$ cat src/rtl/trap_irq_pkg.sv
// Package trap_irq_pkg
//   Shared definitions for the interrupt front-end of the CSR/trap unit:
//   privilege codes, standard interrupt indices, the handshake FSM state
//   encoding and the RISC-V interrupt priority picker.
package trap_irq_pkg;

    localparam logic [1:0] PRIV_U = 2'd0;
    localparam logic [1:0] PRIV_S = 2'd1;
    localparam logic [1:0] PRIV_M = 2'd3;

    localparam logic [4:0] IRQ_SSI = 5'd1;
    localparam logic [4:0] IRQ_MSI = 5'd3;
    localparam logic [4:0] IRQ_STI = 5'd5;
    localparam logic [4:0] IRQ_MTI = 5'd7;
    localparam logic [4:0] IRQ_SEI = 5'd9;
    localparam logic [4:0] IRQ_MEI = 5'd11;

    typedef enum logic {
        ST_IDLE = 1'b0,
        ST_REQ  = 1'b1
    } irq_fsm_e;

    typedef struct packed {
        logic       valid;
        logic [4:0] idx;
    } irq_pick_t;

    // Priority 11 > 3 > 7 > 9 > 1 > 5 > highest remaining index.
    // The generic scan runs first and the named lines override it, applied
    // lowest priority first so the highest named line present ends up last.
    function automatic irq_pick_t prio_pick(input logic [31:0] vec);
        irq_pick_t r;
        r.valid = |vec;
        r.idx   = '0;
        for (int i = 0; i < 32; i++) begin
            if (vec[i]) begin
                r.idx = 5'(i);
            end
        end
        if (vec[IRQ_STI]) r.idx = IRQ_STI;
        if (vec[IRQ_SSI]) r.idx = IRQ_SSI;
        if (vec[IRQ_SEI]) r.idx = IRQ_SEI;
        if (vec[IRQ_MTI]) r.idx = IRQ_MTI;
        if (vec[IRQ_MSI]) r.idx = IRQ_MSI;
        if (vec[IRQ_MEI]) r.idx = IRQ_MEI;
        return r;
    endfunction

endpackage

$ cat src/rtl/irq_sync.sv
// Module irq_sync
//   STAGES-deep flop chain per bit bringing asynchronous interrupt lines into
//   the clk domain. All stages clear on reset.
// Ports
//   clk     in  1      clock
//   resetn  in  1      synchronous, active-low reset
//   d_i     in  WIDTH  asynchronous inputs
//   q_o     out WIDTH  synchronised outputs (STAGES cycles of delay)
module irq_sync #(
    parameter int WIDTH  = 16,
    parameter int STAGES = 2
) (
    input  logic             clk,
    input  logic             resetn,
    input  logic [WIDTH-1:0] d_i,
    output logic [WIDTH-1:0] q_o
);

    logic [WIDTH-1:0] stage_d [STAGES];
    logic [WIDTH-1:0] stage_q [STAGES];

    for (genvar gi = 0; gi < STAGES; gi++) begin : g_stage
        if (gi == 0) begin : g_first
            assign stage_d[gi] = d_i;
        end else begin : g_rest
            assign stage_d[gi] = stage_q[gi-1];
        end

        always_ff @(posedge clk) begin
            if (!resetn) begin
                stage_q[gi] <= '0;
            end else begin
                stage_q[gi] <= stage_d[gi];
            end
        end
    end

    assign q_o = stage_q[STAGES-1];

endmodule

$ cat src/rtl/trap_irq_arbiter.sv
// Module trap_irq_arbiter
//   Interrupt front-end for the CSR/trap unit. Synchronises NUM_IRQ lines,
//   holds pending state, masks it with mie/mideleg/mstatus, picks a winner by
//   RISC-V priority and offers it to the control FSM over a req/ack handshake.
//   Build option: TRAP_IRQ_EDGE_EN -- when defined, lines set in EDGE_MASK
//   latch rising edges (sticky until ack or pend_clr); otherwise every line is
//   level-sensitive and EDGE_MASK/pend_clr/pend_clr_idx have no effect.
// Ports
//   clk, resetn           clock, synchronous active-low reset
//   irq_i [NUM_IRQ]       asynchronous interrupt lines
//   mie, mideleg          CSR enable / delegation masks
//   mstatus_mie/sie       global M / S enables
//   priv_mode [2]         current privilege (0 U, 1 S, 3 M)
//   pend_clr, pend_clr_idx  CSR clear of an edge pending bit
//   irq_req, irq_cause, irq_to_s  request, cause, target (1 = S) to control FSM
//   irq_ack               request accepted
//   mip_o [NUM_IRQ]       pending vector for mip/sip read-back
module trap_irq_arbiter
    import trap_irq_pkg::*;
#(
    parameter int                 NUM_IRQ     = 16,
    parameter int                 SYNC_STAGES = 2,
    parameter logic [NUM_IRQ-1:0] EDGE_MASK   = '0
) (
    input  logic               clk,
    input  logic               resetn,
    input  logic [NUM_IRQ-1:0] irq_i,
    input  logic [NUM_IRQ-1:0] mie,
    input  logic [NUM_IRQ-1:0] mideleg,
    input  logic               mstatus_mie,
    input  logic               mstatus_sie,
    input  logic [1:0]         priv_mode,
    input  logic               pend_clr,
    input  logic [4:0]         pend_clr_idx,
    output logic               irq_req,
    output logic [31:0]        irq_cause,
    output logic               irq_to_s,
    input  logic               irq_ack,
    output logic [NUM_IRQ-1:0] mip_o
);

    logic [NUM_IRQ-1:0] irq_sync_w;
    logic [NUM_IRQ-1:0] pend_d, pend_q;
    irq_fsm_e           state_d, state_q;
    logic [4:0]         idx_d, idx_q;
    logic               to_s_d, to_s_q;

    irq_sync #(
        .WIDTH  (NUM_IRQ),
        .STAGES (SYNC_STAGES)
    ) u_irq_sync (
        .clk    (clk),
        .resetn (resetn),
        .d_i    (irq_sync_w_src()),
        .q_o    (irq_sync_w)
    );

    function automatic logic [NUM_IRQ-1:0] irq_sync_w_src();
        return irq_i;
    endfunction

    // ---------------- pending state ----------------
`ifdef TRAP_IRQ_EDGE_EN
    logic [NUM_IRQ-1:0] sync_prev_d, sync_prev_q;
    logic               ack_take;

    assign sync_prev_d = irq_sync_w;
    assign ack_take    = (state_q == ST_REQ) && irq_ack;

    always_ff @(posedge clk) begin
        if (!resetn) begin
            sync_prev_q <= '0;
        end else begin
            sync_prev_q <= sync_prev_d;
        end
    end

    for (genvar gi = 0; gi < NUM_IRQ; gi++) begin : g_pend
        if (EDGE_MASK[gi]) begin : g_edge
            logic rise, clr;
            // Indices >= NUM_IRQ never match any gi, so out-of-range clears drop out.
            assign rise = irq_sync_w[gi] & ~sync_prev_q[gi];
            assign clr  = (ack_take && (idx_q == 5'(gi)))
                        | (pend_clr && (pend_clr_idx == 5'(gi)));
            // Set has precedence over a simultaneous clear.
            assign pend_d[gi] = rise | (pend_q[gi] & ~clr);
        end else begin : g_level
            assign pend_d[gi] = irq_sync_w[gi];
        end
    end
`else
    logic unused_edge_cfg;
    assign unused_edge_cfg = ^{pend_clr, pend_clr_idx, EDGE_MASK};
    assign pend_d = irq_sync_w;
`endif

    always_ff @(posedge clk) begin
        if (!resetn) begin
            pend_q <= '0;
        end else begin
            pend_q <= pend_d;
        end
    end

    assign mip_o = pend_q;

    // ---------------- eligibility and priority ----------------
    logic               m_ok, s_ok;
    logic [NUM_IRQ-1:0] elig, elig_m, elig_s;
    logic [31:0]        elig_ext;
    irq_pick_t          win_m, win_s;

    // Non-delegated lines trap to M: taken below M always, in M only with MIE.
    // Delegated lines trap to S: taken in U always, in S with SIE, never in M.
    assign m_ok = (priv_mode != PRIV_M) | mstatus_mie;
    assign s_ok = (priv_mode == PRIV_U) | ((priv_mode == PRIV_S) & mstatus_sie);

    assign elig   = pend_q & mie & ((~mideleg & {NUM_IRQ{m_ok}}) | (mideleg & {NUM_IRQ{s_ok}}));
    assign elig_m = elig & ~mideleg;
    assign elig_s = elig & mideleg;

    assign elig_ext = 32'(elig);
    assign win_m    = prio_pick(32'(elig_m));
    assign win_s    = prio_pick(32'(elig_s));

    // ---------------- handshake FSM ----------------
    always_comb begin
        state_d = state_q;
        idx_d   = idx_q;
        to_s_d  = to_s_q;
        unique case (state_q)
            ST_IDLE: begin
                if (win_m.valid) begin
                    idx_d   = win_m.idx;
                    to_s_d  = 1'b0;
                    state_d = ST_REQ;
                end else if (win_s.valid) begin
                    idx_d   = win_s.idx;
                    to_s_d  = 1'b1;
                    state_d = ST_REQ;
                end
            end
            ST_REQ: begin
                // The registered winner is held; only ack or loss of
                // eligibility ends the request (ack takes precedence).
                if (irq_ack || !elig_ext[idx_q]) begin
                    state_d = ST_IDLE;
                end
            end
            default: state_d = ST_IDLE;
        endcase
    end

    always_ff @(posedge clk) begin
        if (!resetn) begin
            state_q <= ST_IDLE;
            idx_q   <= '0;
            to_s_q  <= 1'b0;
        end else begin
            state_q <= state_d;
            idx_q   <= idx_d;
            to_s_q  <= to_s_d;
        end
    end

    assign irq_req   = (state_q == ST_REQ);
    assign irq_cause = irq_req ? {1'b1, 26'b0, idx_q} : 32'h0;
    assign irq_to_s  = irq_req & to_s_q;

endmodule

$ cat config.mk
export PLATFORM = sky130hd
export DESIGN_NAME = trap_irq_arbiter
export DESIGN_NICKNAME = d
export VERILOG_FILES = /design/src/rtl/trap_irq_pkg.sv /design/src/rtl/irq_sync.sv /design/src/rtl/trap_irq_arbiter.sv
export SDC_FILE = /design/constraint.sdc
export NUM_CORES = 1
export LEC_CHECK = 0
export ABC_CLOCK_PERIOD_IN_PS = 2000
export CAP_MARGIN = 5
export CORE_ASPECT_RATIO = 1.75
export CORE_UTILIZATION = 44
export CTS_BUF_LIST = sky130_fd_sc_hd__clkbuf_16
export DETAILED_ROUTE_END_ITERATION = 16
export PLACE_DENSITY_LB_ADDON = 0.05
export SKIP_CTS_REPAIR_TIMING = 1
export SLEW_MARGIN = 20
export SYNTH_ARGS = -nofsm -noshare
export SYNTH_HDL_FRONTEND = slang
export SYNTH_SLANG_ARGS = --single-unit
$ cat constraint.sdc
create_clock -name clk -period 2 [get_ports clk]
set_input_delay 0.2 -clock clk [delete_from_list [all_inputs] [get_ports clk]]
set_output_delay 0.2 -clock clk [all_outputs]
set_load 0.01 [all_outputs]
==> summary.md <==
| Metric | Value |
|---|---|
| Maximum fanout along the worst path | 6 |
| Crit path time final | 1.96 ns |
| Std cell rows | 38 |
| Share of the synthesized area in the top cell type | 0.388 |
| Final count of negative-setup-slack endpoints | 0 |
| Wirelength per Cell | 15.1 µm |
| CP max-delay cell | clkdlybuf4s50_1 |
| Synth area leader | dfxtp_1 |
| Sequential cell area fraction in the yosys report | 0.388 |
| WS Path Type | primary input to flip-flop |
| Final TNS setup | 0 ns |
| Post-DP HPWL | 6200 µm |
| Largest net degree at the start of global routing | 50 |
| Prevailing post-synth register cell | dfxtp_1 |
| Horiz. Die Dim | 62.2 µm |
| Cell Area, Synth | 2790 µm² |
| Status | finished clean |
| GRT Total Usage | 0.239 |
| Routability cong. | 0.892 |
| First-pass GRT wire length | 12000 µm |
| Placed cell area | 3860 µm² |
| Maximum vdd drop | 713 µV |
| Num ports | 111 |
| Critical Path RT | 2.24 ns |
| Synth top area cells | dfxtp_1 39%, and2_1 12%, buf_4 7.8% |
| Post-synth EDFFs | 0 |
| DR DRC count | 0 |
| Warnings from Yosys | 0 |
| Startpoint Class | primary input |
| Unrepaired setup endpoints after global routing | false |
| Initial Util | 0.454 |
| R2R depth | 7 |
| DIE AREA | 6670 µm² |
| Clock tree buffer depth | 2 |
| TritonCTS clock tree | yes |
| Clk_skew | 0.00791 ns |
| Hold WC Path Type | flip-flop to flip-flop |
| Number of global-route vias before repair | 2596 |
| Synthesized area per cell | 9.14 µm² |
| Vias | 2577 |
| Hold Path Stages | 1 |
| Die H | 107 µm |
| Fmax | 0.510 GHz |
| Final Net Count | 488 |
| Mapped Cells | 305 |
| # diodes | 0 |
| P per Cell Area | 633 nW/µm² |
| Design area | 4030 µm² |
| Fin crit share | 0.981 |
| Initial antenna violation count | 0 |
| Placed Cells | 500 |
| Critical Path AT | 2.20 ns |
| CP endpoint kind | flip-flop |
| CTS Buf Count | 5 |
| Critical R2R Launch | mip_o[12] |
| Highest-count cells in the layout ignoring fill and taps | 77 x clkdlybuf4s50_1, 54 x and2_1, 54 x dfxtp_1 |
| CP peak stage delay | 0.51 ns |
| Core footprint | 6130 µm² |
| Count of different cell masters after synthesis | 59 |
| Hold wc startpoint | u_irq_sync.stage_q[1][8] |
| Asr flop ratio synth | 0 |
| Pwr Total | 2.55 mW |
| Detail Route Antenna Nets | 0 |
| DRT iter0 DRCs | 98 |
| R2R Path End | irq_req |
| Final-report hold violation count | 0 |
| Register bit total from synthesis | 54 |
| P&R area growth vs syn | 44.6% |
| Clk sink count | 54 |
| First-pass DRT Iterations | 4 |
| CP cell instances | clkdlybuf4s50_1, nor2b_4, or2_4, a211o_1, a2111o_1, a31oi_1, a32o_1 |
| Clock-pin slew on the worst setup and hold paths | 0.07 ns |
| Post-Layout Cell Count | 508 |
| Root buf cell | clkbuf_16 |
| End of the worst hold path | mip_o[8] |
| Share of cells above drive strength 1 | 0.173 |
| Worst-Skew Late Latency | 0.29 ns |
| Max-slew violations | 0 |
| Leakage | 1.70 nW |
| # port buffers | 77 |
| Max Cap Violations | 0 |
| R2R setup slack | 0.13 ns |
| Via density | 5.07 |
| Total grt overflow | 0 |
| H-tree level count | 2 |
| Wirelength, routed | 7680 µm |
| Commonest non-fill, non-tap cell in the layout | clkdlybuf4s50_1 |
-- cells in the mapped netlist, types with 3 or more instances --
library cell and instances:
dfxtp_1 54, a41oi_1 3, nand2_1 23, nor2b_1 3, and3b_1 6, o221ai_1 3
nand3_1 20, a21oi_1 7, clkbuf_1 7, nand3b_1 7, nor2_1 9, a311oi_1 4
and3_1 5, a211oi_1 5, buf_4 29, and2_1 54, nor3_1 3, o21ai_0 4
o211ai_1 4
-- where the power goes --
group	internal [mW]	total, mW	switching (mW)
clock network	0.586	0.961	0.375
logic	0.244	0.430	0.187
registers	1.12	1.16	0.0353
-- per-stage QoR --
| step | util | hold WS (ns) | worst slack, ns |
|---|---|---|---|
| final | 0.657 | 0.427 | 0.0381 |
| after CTS | 0.657 | 0.430 | 0.0458 |
| after global routing | 0.657 | 0.442 | 0.00316 |
| after global placement | 0.630 | 0.414 | -0.263 |
| after floorplan | - | 0.322 | 0.352 |
| after detailed placement | 0.630 | 0.417 | -0.260 |
-- metal layers --
layer,routed length [µm],global-route usage,share of wire,up-vias
met1,2770,0.233,0.36,1195
met2,4270,0.465,0.56,81
met3,305,0.0371,0.040,21
met4,343,0.141,0.045,0
li1,-,-,-,1280
met5,0,0,0,-
-- cell families (layout without fill, tap and decap cells) --
group,count (synthesis),in the layout,share of synthesized area
flops,54,54,0.388
other cells,1,27,0.00135
compound gates,59,59,0.181
simple gates,147,147,0.317
buf+inv,40,137,0.0983
mux,4,4,0.0153
-- how the worst max path moves through the flow --
stage / start / to / slack (ns) / depth (start not counted)
2_1_floorplan: mip_o[13] / irq_req / 0.35 / 6
3_3_place_gp: priv_mode[0] / irq_req / -0.26 / 7
3_5_place_dp: mstatus_sie / irq_req / -0.26 / 7
4_1_cts: mstatus_sie / irq_req / 0.05 / 7
5_1_grt: mstatus_sie / irq_req / 0.003 / 7
6_report: mstatus_sie / irq_req / 0.04 / 7
-- sequential cells by signal, indices dropped and copies added, names as in the netlist --
signal and flops:
idx_q 4, u_irq_sync.stage_q 32, irq_req 1, to_s_q 1, mip_o 16
-- cell type report --
cell class | count | area, µm²
clock buffer | 5 | 125
multi-input combinational | 237 | 1530
clock inverter | 3 | 41.3
tap | 80 | 100
timing repair buffer | 127 | 1150
fill | 534 | 2100
sequential | 54 | 1080
inverter | 2 | 7.51
-- critical path: cells and delay by family --
family	cells	cell delay, ns
AO/OA/AOI/OAI	4	1.16
buffers and inverters	1	0.51
AND/OR/NAND/NOR	2	0.33
Power figures use the tool's default switching activity.
